===== src/rtl/multicycle_controller_if.sv =====
// rtl/multicycle_controller_if.sv - control interface between multicycle controller and datapath
interface multicycle_controller_if;
    logic [6:0] op;
    logic [2:0] funct3;
    logic       funct7b5;
    logic       zero;
    logic       PCWrite;
    logic       AdrSrc;
    logic       MemWrite;
    logic       IRWrite;
    logic [1:0] ResultSrc;
    logic [1:0] ALUSrcA;
    logic [1:0] ALUSrcB;
    logic [1:0] ImmSrc;
    logic       RegWrite;
    logic [2:0] ALUControl;
    logic       illegal_op;
    logic       instr_done;
    logic [3:0] state;

    // Controller side: consumes instruction fields and zero, drives all control lines.
    modport master (
        input  op, funct3, funct7b5, zero,
        output PCWrite, AdrSrc, MemWrite, IRWrite, ResultSrc, ALUSrcA, ALUSrcB,
               ImmSrc, RegWrite, ALUControl, illegal_op, instr_done, state
    );

    // Datapath side.
    modport slave (
        output op, funct3, funct7b5, zero,
        input  PCWrite, AdrSrc, MemWrite, IRWrite, ResultSrc, ALUSrcA, ALUSrcB,
               ImmSrc, RegWrite, ALUControl, illegal_op, instr_done, state
    );
endinterface


===== src/rtl/multicycle_controller.sv =====
// rtl/multicycle_controller.sv - multicycle RISC-V control FSM with ALU and immediate decode
module multicycle_controller #(
    parameter logic [3:0] RESET_STATE = 4'd0
) (
    input  logic                   clk,
    input  logic                   rst_n,
    multicycle_controller_if.master bus
);
    typedef enum logic [3:0] {
        FETCH    = 4'd0,
        DECODE   = 4'd1,
        MEMADR   = 4'd2,
        MEMREAD  = 4'd3,
        MEMWB    = 4'd4,
        MEMWRITE = 4'd5,
        EXECUTER = 4'd6,
        EXECUTEI = 4'd7,
        ALUWB    = 4'd8,
        BEQ      = 4'd9,
        JAL      = 4'd10
    } state_e;

    localparam logic [6:0] OP_LW   = 7'b0000011;
    localparam logic [6:0] OP_SW   = 7'b0100011;
    localparam logic [6:0] OP_R    = 7'b0110011;
    localparam logic [6:0] OP_I    = 7'b0010011;
    localparam logic [6:0] OP_BEQ  = 7'b1100011;
    localparam logic [6:0] OP_JAL  = 7'b1101111;

    state_e     state_q, state_d;
    logic       pc_update;
    logic       branch;
    logic [1:0] alu_op;

    // State register; reset aborts any instruction in flight.
    always_ff @(posedge clk or negedge rst_n) begin
        if (!rst_n) state_q <= state_e'(RESET_STATE);
        else        state_q <= state_d;
    end

    // Next-state and Moore-decoded control outputs.
    always_comb begin
        state_d        = FETCH;
        pc_update      = 1'b0;
        branch         = 1'b0;
        alu_op         = 2'b00;
        bus.AdrSrc     = 1'b0;
        bus.MemWrite   = 1'b0;
        bus.IRWrite    = 1'b0;
        bus.ResultSrc  = 2'b00;
        bus.ALUSrcA    = 2'b00;
        bus.ALUSrcB    = 2'b00;
        bus.RegWrite   = 1'b0;
        bus.illegal_op = 1'b0;
        bus.instr_done = 1'b0;
        case (state_q)
            FETCH: begin
                bus.IRWrite   = 1'b1;
                bus.ALUSrcB   = 2'b10;
                bus.ResultSrc = 2'b10;
                pc_update     = 1'b1;
                state_d       = DECODE;
            end
            DECODE: begin
                // Branch target is computed here so BEQ can use ALUOut.
                bus.ALUSrcA = 2'b01;
                bus.ALUSrcB = 2'b01;
                case (bus.op)
                    OP_LW, OP_SW: state_d = MEMADR;
                    OP_R:         state_d = EXECUTER;
                    OP_I:         state_d = EXECUTEI;
                    OP_BEQ:       state_d = BEQ;
                    OP_JAL:       state_d = JAL;
                    default: begin
                        state_d        = FETCH;
                        bus.illegal_op = 1'b1;
                    end
                endcase
            end
            MEMADR: begin
                bus.ALUSrcA = 2'b10;
                bus.ALUSrcB = 2'b01;
                state_d     = (bus.op == OP_LW) ? MEMREAD : MEMWRITE;
            end
            MEMREAD: begin
                bus.AdrSrc = 1'b1;
                state_d    = MEMWB;
            end
            MEMWB: begin
                bus.ResultSrc  = 2'b01;
                bus.RegWrite   = 1'b1;
                bus.instr_done = 1'b1;
            end
            MEMWRITE: begin
                bus.AdrSrc     = 1'b1;
                bus.MemWrite   = 1'b1;
                bus.instr_done = 1'b1;
            end
            EXECUTER: begin
                bus.ALUSrcA = 2'b10;
                alu_op      = 2'b10;
                state_d     = ALUWB;
            end
            EXECUTEI: begin
                bus.ALUSrcA = 2'b10;
                bus.ALUSrcB = 2'b01;
                alu_op      = 2'b10;
                state_d     = ALUWB;
            end
            ALUWB: begin
                bus.RegWrite   = 1'b1;
                bus.instr_done = 1'b1;
            end
            BEQ: begin
                bus.ALUSrcA    = 2'b10;
                alu_op         = 2'b01;
                branch         = 1'b1;
                bus.instr_done = 1'b1;
            end
            JAL: begin
                bus.ALUSrcA = 2'b01;
                bus.ALUSrcB = 2'b10;
                pc_update   = 1'b1;
                state_d     = ALUWB;
            end
            default: state_d = FETCH;
        endcase
    end

    // Immediate format select follows the opcode directly.
    always_comb begin
        case (bus.op)
            OP_SW:   bus.ImmSrc = 2'b01;
            OP_BEQ:  bus.ImmSrc = 2'b10;
            OP_JAL:  bus.ImmSrc = 2'b11;
            default: bus.ImmSrc = 2'b00;
        endcase
    end

    // ALU decode; subtract only for R-type so addi ignores instr[30].
    always_comb begin
        bus.ALUControl = 3'b000;
        case (alu_op)
            2'b01: bus.ALUControl = 3'b001;
            2'b10: begin
                case (bus.funct3)
                    3'b000:  bus.ALUControl = (bus.op[5] & bus.funct7b5) ? 3'b001 : 3'b000;
                    3'b010:  bus.ALUControl = 3'b101;
                    3'b110:  bus.ALUControl = 3'b011;
                    3'b111:  bus.ALUControl = 3'b010;
                    default: bus.ALUControl = 3'b000;
                endcase
            end
            default: bus.ALUControl = 3'b000;
        endcase
    end

    assign bus.PCWrite = pc_update | (branch & bus.zero);
    assign bus.state   = state_q;
endmodule


===== src/flat_wrapper.sv =====
// flat-port wrapper written by rule: the top's interface ports become plain ports
module multicycle_controller_flat 
#(
    parameter logic [3:0] RESET_STATE = 4'd0
)
  (clk, rst_n, bus_op, bus_funct3, bus_funct7b5, bus_zero, bus_PCWrite, bus_AdrSrc, bus_MemWrite, bus_IRWrite, bus_ResultSrc, bus_ALUSrcA, bus_ALUSrcB, bus_ImmSrc, bus_RegWrite, bus_ALUControl, bus_illegal_op, bus_instr_done, bus_state);
  multicycle_controller_if bus_i ();
  input  logic clk;
  input  logic rst_n;
  input wire logic [$bits(bus_i.op)-1:0] bus_op;
  input wire logic [$bits(bus_i.funct3)-1:0] bus_funct3;
  input wire logic [$bits(bus_i.funct7b5)-1:0] bus_funct7b5;
  input wire logic [$bits(bus_i.zero)-1:0] bus_zero;
  output wire logic [$bits(bus_i.PCWrite)-1:0] bus_PCWrite;
  output wire logic [$bits(bus_i.AdrSrc)-1:0] bus_AdrSrc;
  output wire logic [$bits(bus_i.MemWrite)-1:0] bus_MemWrite;
  output wire logic [$bits(bus_i.IRWrite)-1:0] bus_IRWrite;
  output wire logic [$bits(bus_i.ResultSrc)-1:0] bus_ResultSrc;
  output wire logic [$bits(bus_i.ALUSrcA)-1:0] bus_ALUSrcA;
  output wire logic [$bits(bus_i.ALUSrcB)-1:0] bus_ALUSrcB;
  output wire logic [$bits(bus_i.ImmSrc)-1:0] bus_ImmSrc;
  output wire logic [$bits(bus_i.RegWrite)-1:0] bus_RegWrite;
  output wire logic [$bits(bus_i.ALUControl)-1:0] bus_ALUControl;
  output wire logic [$bits(bus_i.illegal_op)-1:0] bus_illegal_op;
  output wire logic [$bits(bus_i.instr_done)-1:0] bus_instr_done;
  output wire logic [$bits(bus_i.state)-1:0] bus_state;
  assign bus_i.op = bus_op;
  assign bus_i.funct3 = bus_funct3;
  assign bus_i.funct7b5 = bus_funct7b5;
  assign bus_i.zero = bus_zero;
  assign bus_PCWrite = bus_i.PCWrite;
  assign bus_AdrSrc = bus_i.AdrSrc;
  assign bus_MemWrite = bus_i.MemWrite;
  assign bus_IRWrite = bus_i.IRWrite;
  assign bus_ResultSrc = bus_i.ResultSrc;
  assign bus_ALUSrcA = bus_i.ALUSrcA;
  assign bus_ALUSrcB = bus_i.ALUSrcB;
  assign bus_ImmSrc = bus_i.ImmSrc;
  assign bus_RegWrite = bus_i.RegWrite;
  assign bus_ALUControl = bus_i.ALUControl;
  assign bus_illegal_op = bus_i.illegal_op;
  assign bus_instr_done = bus_i.instr_done;
  assign bus_state = bus_i.state;
  multicycle_controller #(.RESET_STATE(RESET_STATE)) u_core (.clk(clk), .rst_n(rst_n), .bus(bus_i));
endmodule

===== config.mk =====
export PLATFORM = sky130hd
export DESIGN_NAME = multicycle_controller_flat
export DESIGN_NICKNAME = d
export VERILOG_FILES = /design/src/rtl/multicycle_controller_if.sv /design/src/rtl/multicycle_controller.sv /design/src/flat_wrapper.sv
export SDC_FILE = /design/constraint.sdc
export NUM_CORES = 1
export LEC_CHECK = 0
export ABC_AREA = 0
export BUFFER_PORTS_ARGS = -buffer_cell sky130_fd_sc_hd__buf_2
export CORE_AREA = 5 5 42 44
export DETAILED_ROUTE_END_ITERATION = 8
export DIE_AREA = 0 0 47 49
export PLACE_DENSITY = 0.79
export SETUP_SLACK_MARGIN = 0.02
export SLEW_MARGIN = 20
export SYNTH_ARGS = -nofsm -noshare
export SYNTH_HDL_FRONTEND = slang
export SYNTH_SLANG_ARGS = --single-unit

===== constraint.sdc =====
create_clock -name clk -period 2.1 [get_ports clk]
set_input_delay 0.105 -clock clk [delete_from_list [all_inputs] [get_ports clk]]
set_output_delay 0.105 -clock clk [all_outputs]
set_load 0.01 [all_outputs]

==> out/summary.txt <==
====================================================================================
Run status                                                              complete, no violations
Pin slew with the least headroom to its limit                               491.5 ps
Launching element type of the critical path                                     flop
Share of post-route cells with drive strength above 1                         0.4167
Most area-hungry cell type in the Yosys netlist                         sky130_fd_sc_hd__dfrtp_1
Number of clock sinks                                                              4
DIE AREA                                                                0.002303 mm^2
Max rail drop VDD                                                          0.4227 mV
Number of setup violations in the final report                                     0
Endpoint arrival time on the critical path                                   1870 ps
Initial antenna violation count                                                    0
Post CTS Setup Buffer Count                                                        0
Share of flip-flops with an asynchronous set or reset after synthesis          1.000
Vertical die dimension                                                         49 um
Kind of capture point of the worst setup path                             output pin
Leakage power                                                           0.0003869 uW
ANT nets after route                                                               0
# nets final                                                                     126
Worst R2R Setup Slack                                                         430 ps
Placeable core region                                                   0.001401 mm^2
Required time at the worst-slack endpoint                                    2000 ps
FF-to-FF Start                                                          u_core.bus.state[0]
Worst slew margin                                                             0.6724
Fraction of the mapped netlist area in simple logic gates                     0.4364
Slowest cell on the critical path                                       sky130_fd_sc_hd__dfrtp_1
CTS Root Cell                                                           sky130_fd_sc_hd__clkbuf_4
Area growth syn-to-layout                                                     38.86%
Number of ports placed on the die boundary                                        36
Via-to-Cell Ratio                                                              5.387
Share of the synthesized area in compound gates (AO/OA/AOI/OAI)               0.2000
Worst Hold Class                                                        input port to async pin
Cell area after technology mapping                                        550.5 um^2
Critical-path maximum fanout                                                      16
Wire length of the first global-routing pass                                 2152 um
Buf/Inv on CP                                                                      2
Flip-flop count of the largest register after layout                               4
Syn nets                                                                          89
Fraction of synthesized area in multiplexers                                 0.02045
PortBufs                                                                          35
Final TNS setup                                                                 0 ps
H-tree levels                                                                      1
Floorplan die width                                                            47 um
Warning count from the yosys run                                                   0
Remaining design rule violation count                                              0
Critical path's largest stage delay                                           600 ps
Detailed-routing iteration count for the pre-antenna-repair pass                   3
Initial detailed-routing violation count                                           6
TritonCTS buffer count                                                             3
Core Rows                                                                         14
Type of the setup path with the least slack                             flop to output pin
Highest clock rate                                                         507.1 MHz
Total count of max-transition violations in the final report                       0
RSZ-0062 raised after global routing                                              no
Fraction of the mapped netlist area in adder cells                           0.04545
Post-Synthesis Mean Instance Area                                         7.541 um^2
Combined global-route utilization of all metal layers                         0.1222
Worst-case clock buffer depth                                                      2
Post-layout power                                                           519.0 uW
Worst R2R Path Depth                                                               3
Worst path most repeated cell                                           sky130_fd_sc_hd__nor3b_1
Hold Vio Cnt, Final                                                                0
Clock latency of the later-clocked register in the worst-skew pair            230 ps
Synthesized netlist cell count                                                    73
Endpoint of the lowest-slack register-to-register path                  u_core.bus.state[1]
Post-synthesis sequential area ratio                                          0.1818
# diodes                                                                           0
Xor and xnor area share after synthesis                                      0.04773
Minimum clock period                                                         1972 ps
Placement Setup Slack                                                       368.0 ps
Ranking of synthesized cells by instance count                          sky130_fd_sc_hd__nor2_1, sky130_fd_sc_hd__nor3b_1, sky130_fd_sc_hd__nand2_1
Average wire per cell in the routed design                                  11.65 um
Starting density of the core                                                  0.3929
Clock skew after layout                                                     1.780 ps
Post-synthesis register bit count                                                  4
Pin count of the biggest net entering global routing                              17
Setup slack of the critical path after layout                               127.8 ps
Clock-pin slew on the worst setup and hold paths                               40 ps
Cell Chain, Critical Path                                               nor3b_1 -> nand2_1 -> inv_1 -> ha_1 -> nor3b_1 -> buf_2
Crit share post-route                                                         0.9391
Top_reg_cell synth                                                      sky130_fd_sc_hd__dfrtp_1
Largest family of logic cells by synthesized area                       simple AND/OR/NAND/NOR gates
Number of enable flip-flop cells after synthesis                                   0
Top Family by Delay on Critical Path                                      flip-flops
Number of library cell types mapped by synthesis                                  34
Total congestion overflow                                                          0
Via count of the first global-routing pass                                       541
Largest cells by area after synthesis                                   sky130_fd_sc_hd__dfrtp_1, sky130_fd_sc_hd__nor3b_1, sky130_fd_sc_hd__xnor2_1
Area fraction of the dominant cell type after synthesis                       0.1818
Post-Route WL                                                                1444 um
Global placement routability congestion                                       0.7827
Launch point of the critical path                                       u_core.bus.state[0]
CTS tree                                                                        done
Detailed Place HPWL                                                          1159 um
Max-capacitance violation count                                                    0
Cell area power density                                                 678.9 mW/mm^2
Total number of vias                                                             668
====================================================================================
[through the flow]
| stage | hold WS [ps] | instances | cell area [um^2] | utilization |
|---|---|---|---|---|
| finish | 199.3 | 124 | 764.5 | 0.5455 |
| global route | 228.2 | 124 | 764.5 | 0.5455 |
| CTS | 196.6 | 124 | 763.2 | 0.5446 |
| detailed placement | -85.55 | 120 | 730.7 | 0.5214 |
| global placement | -89.47 | 120 | 730.7 | 0.5214 |
| floorplan | -190.6 | 73 | 550.5 | - |
[power by group]
group	leakage (uW)	internal [uW]	switching [uW]	total, uW
combinational	0.000321	144	150	294
sequential	0.0000520	88.4	43.4	132
clock	0.0000138	63.8	29.6	93.4
[how the worst max path moves through the flow]
stage	endpoint	cells after the start	slack, ps
detailed placement	bus_ALUControl[1]	6	370
CTS	bus_ALUControl[1]	6	110
floorplan	bus_ALUControl[1]	5	390
global placement	bus_ALUControl[1]	6	420
finish	bus_ALUControl[1]	6	130
global route	bus_ALUControl[1]	6	20
[layer usage]
layer	global-route usage	wire length, um
met5	0	0
met4	0.08295	0
met3	0.007380	158
met2	0.1652	605
met1	0.1774	680
[layout make-up]
class / count / area (um^2)
fill: 153 / 636.9
clock buffer: 3 / 22.52
inverter: 4 / 15.01
sequential: 4 / 101.3
timing repair buffer: 37 / 192.7
multi-input combinational: 60 / 412.9
tap: 16 / 20.02
[timing repair]
action / CTS / global route
endpoints found under the hold margin: 4 / 0
resized for setup: 0 / 1
setup endpoints to repair: 0 / 2
hold buffers: 1 / 0
[logic make-up after synthesis]
group,Yosys count
AOI/OAI and AO/OA,15
adders and majority gates,2
xor gates and xnor gates,3
buffers and inverters,9
and+or+nand+nor,39
DFF,4
muxes,1
[placed cells by master (no fill, tap or decap), types with 2 or more instances in the layout]
master,n
sky130_fd_sc_hd__nor2b_1,4
sky130_fd_sc_hd__o31ai_1,2
sky130_fd_sc_hd__dfrtp_1,3
sky130_fd_sc_hd__xnor2_1,3
sky130_fd_sc_hd__nor4_1,2
sky130_fd_sc_hd__buf_2,35
sky130_fd_sc_hd__o21ai_0,4
sky130_fd_sc_hd__nor3_1,4
sky130_fd_sc_hd__clkbuf_4,3
sky130_fd_sc_hd__a21oi_1,2
sky130_fd_sc_hd__inv_1,4
sky130_fd_sc_hd__nor3b_1,6
sky130_fd_sc_hd__ha_1,2
sky130_fd_sc_hd__nand2b_1,2
sky130_fd_sc_hd__nor2_1,6
sky130_fd_sc_hd__nand2_1,5
(Power assumes the default switching activity.)
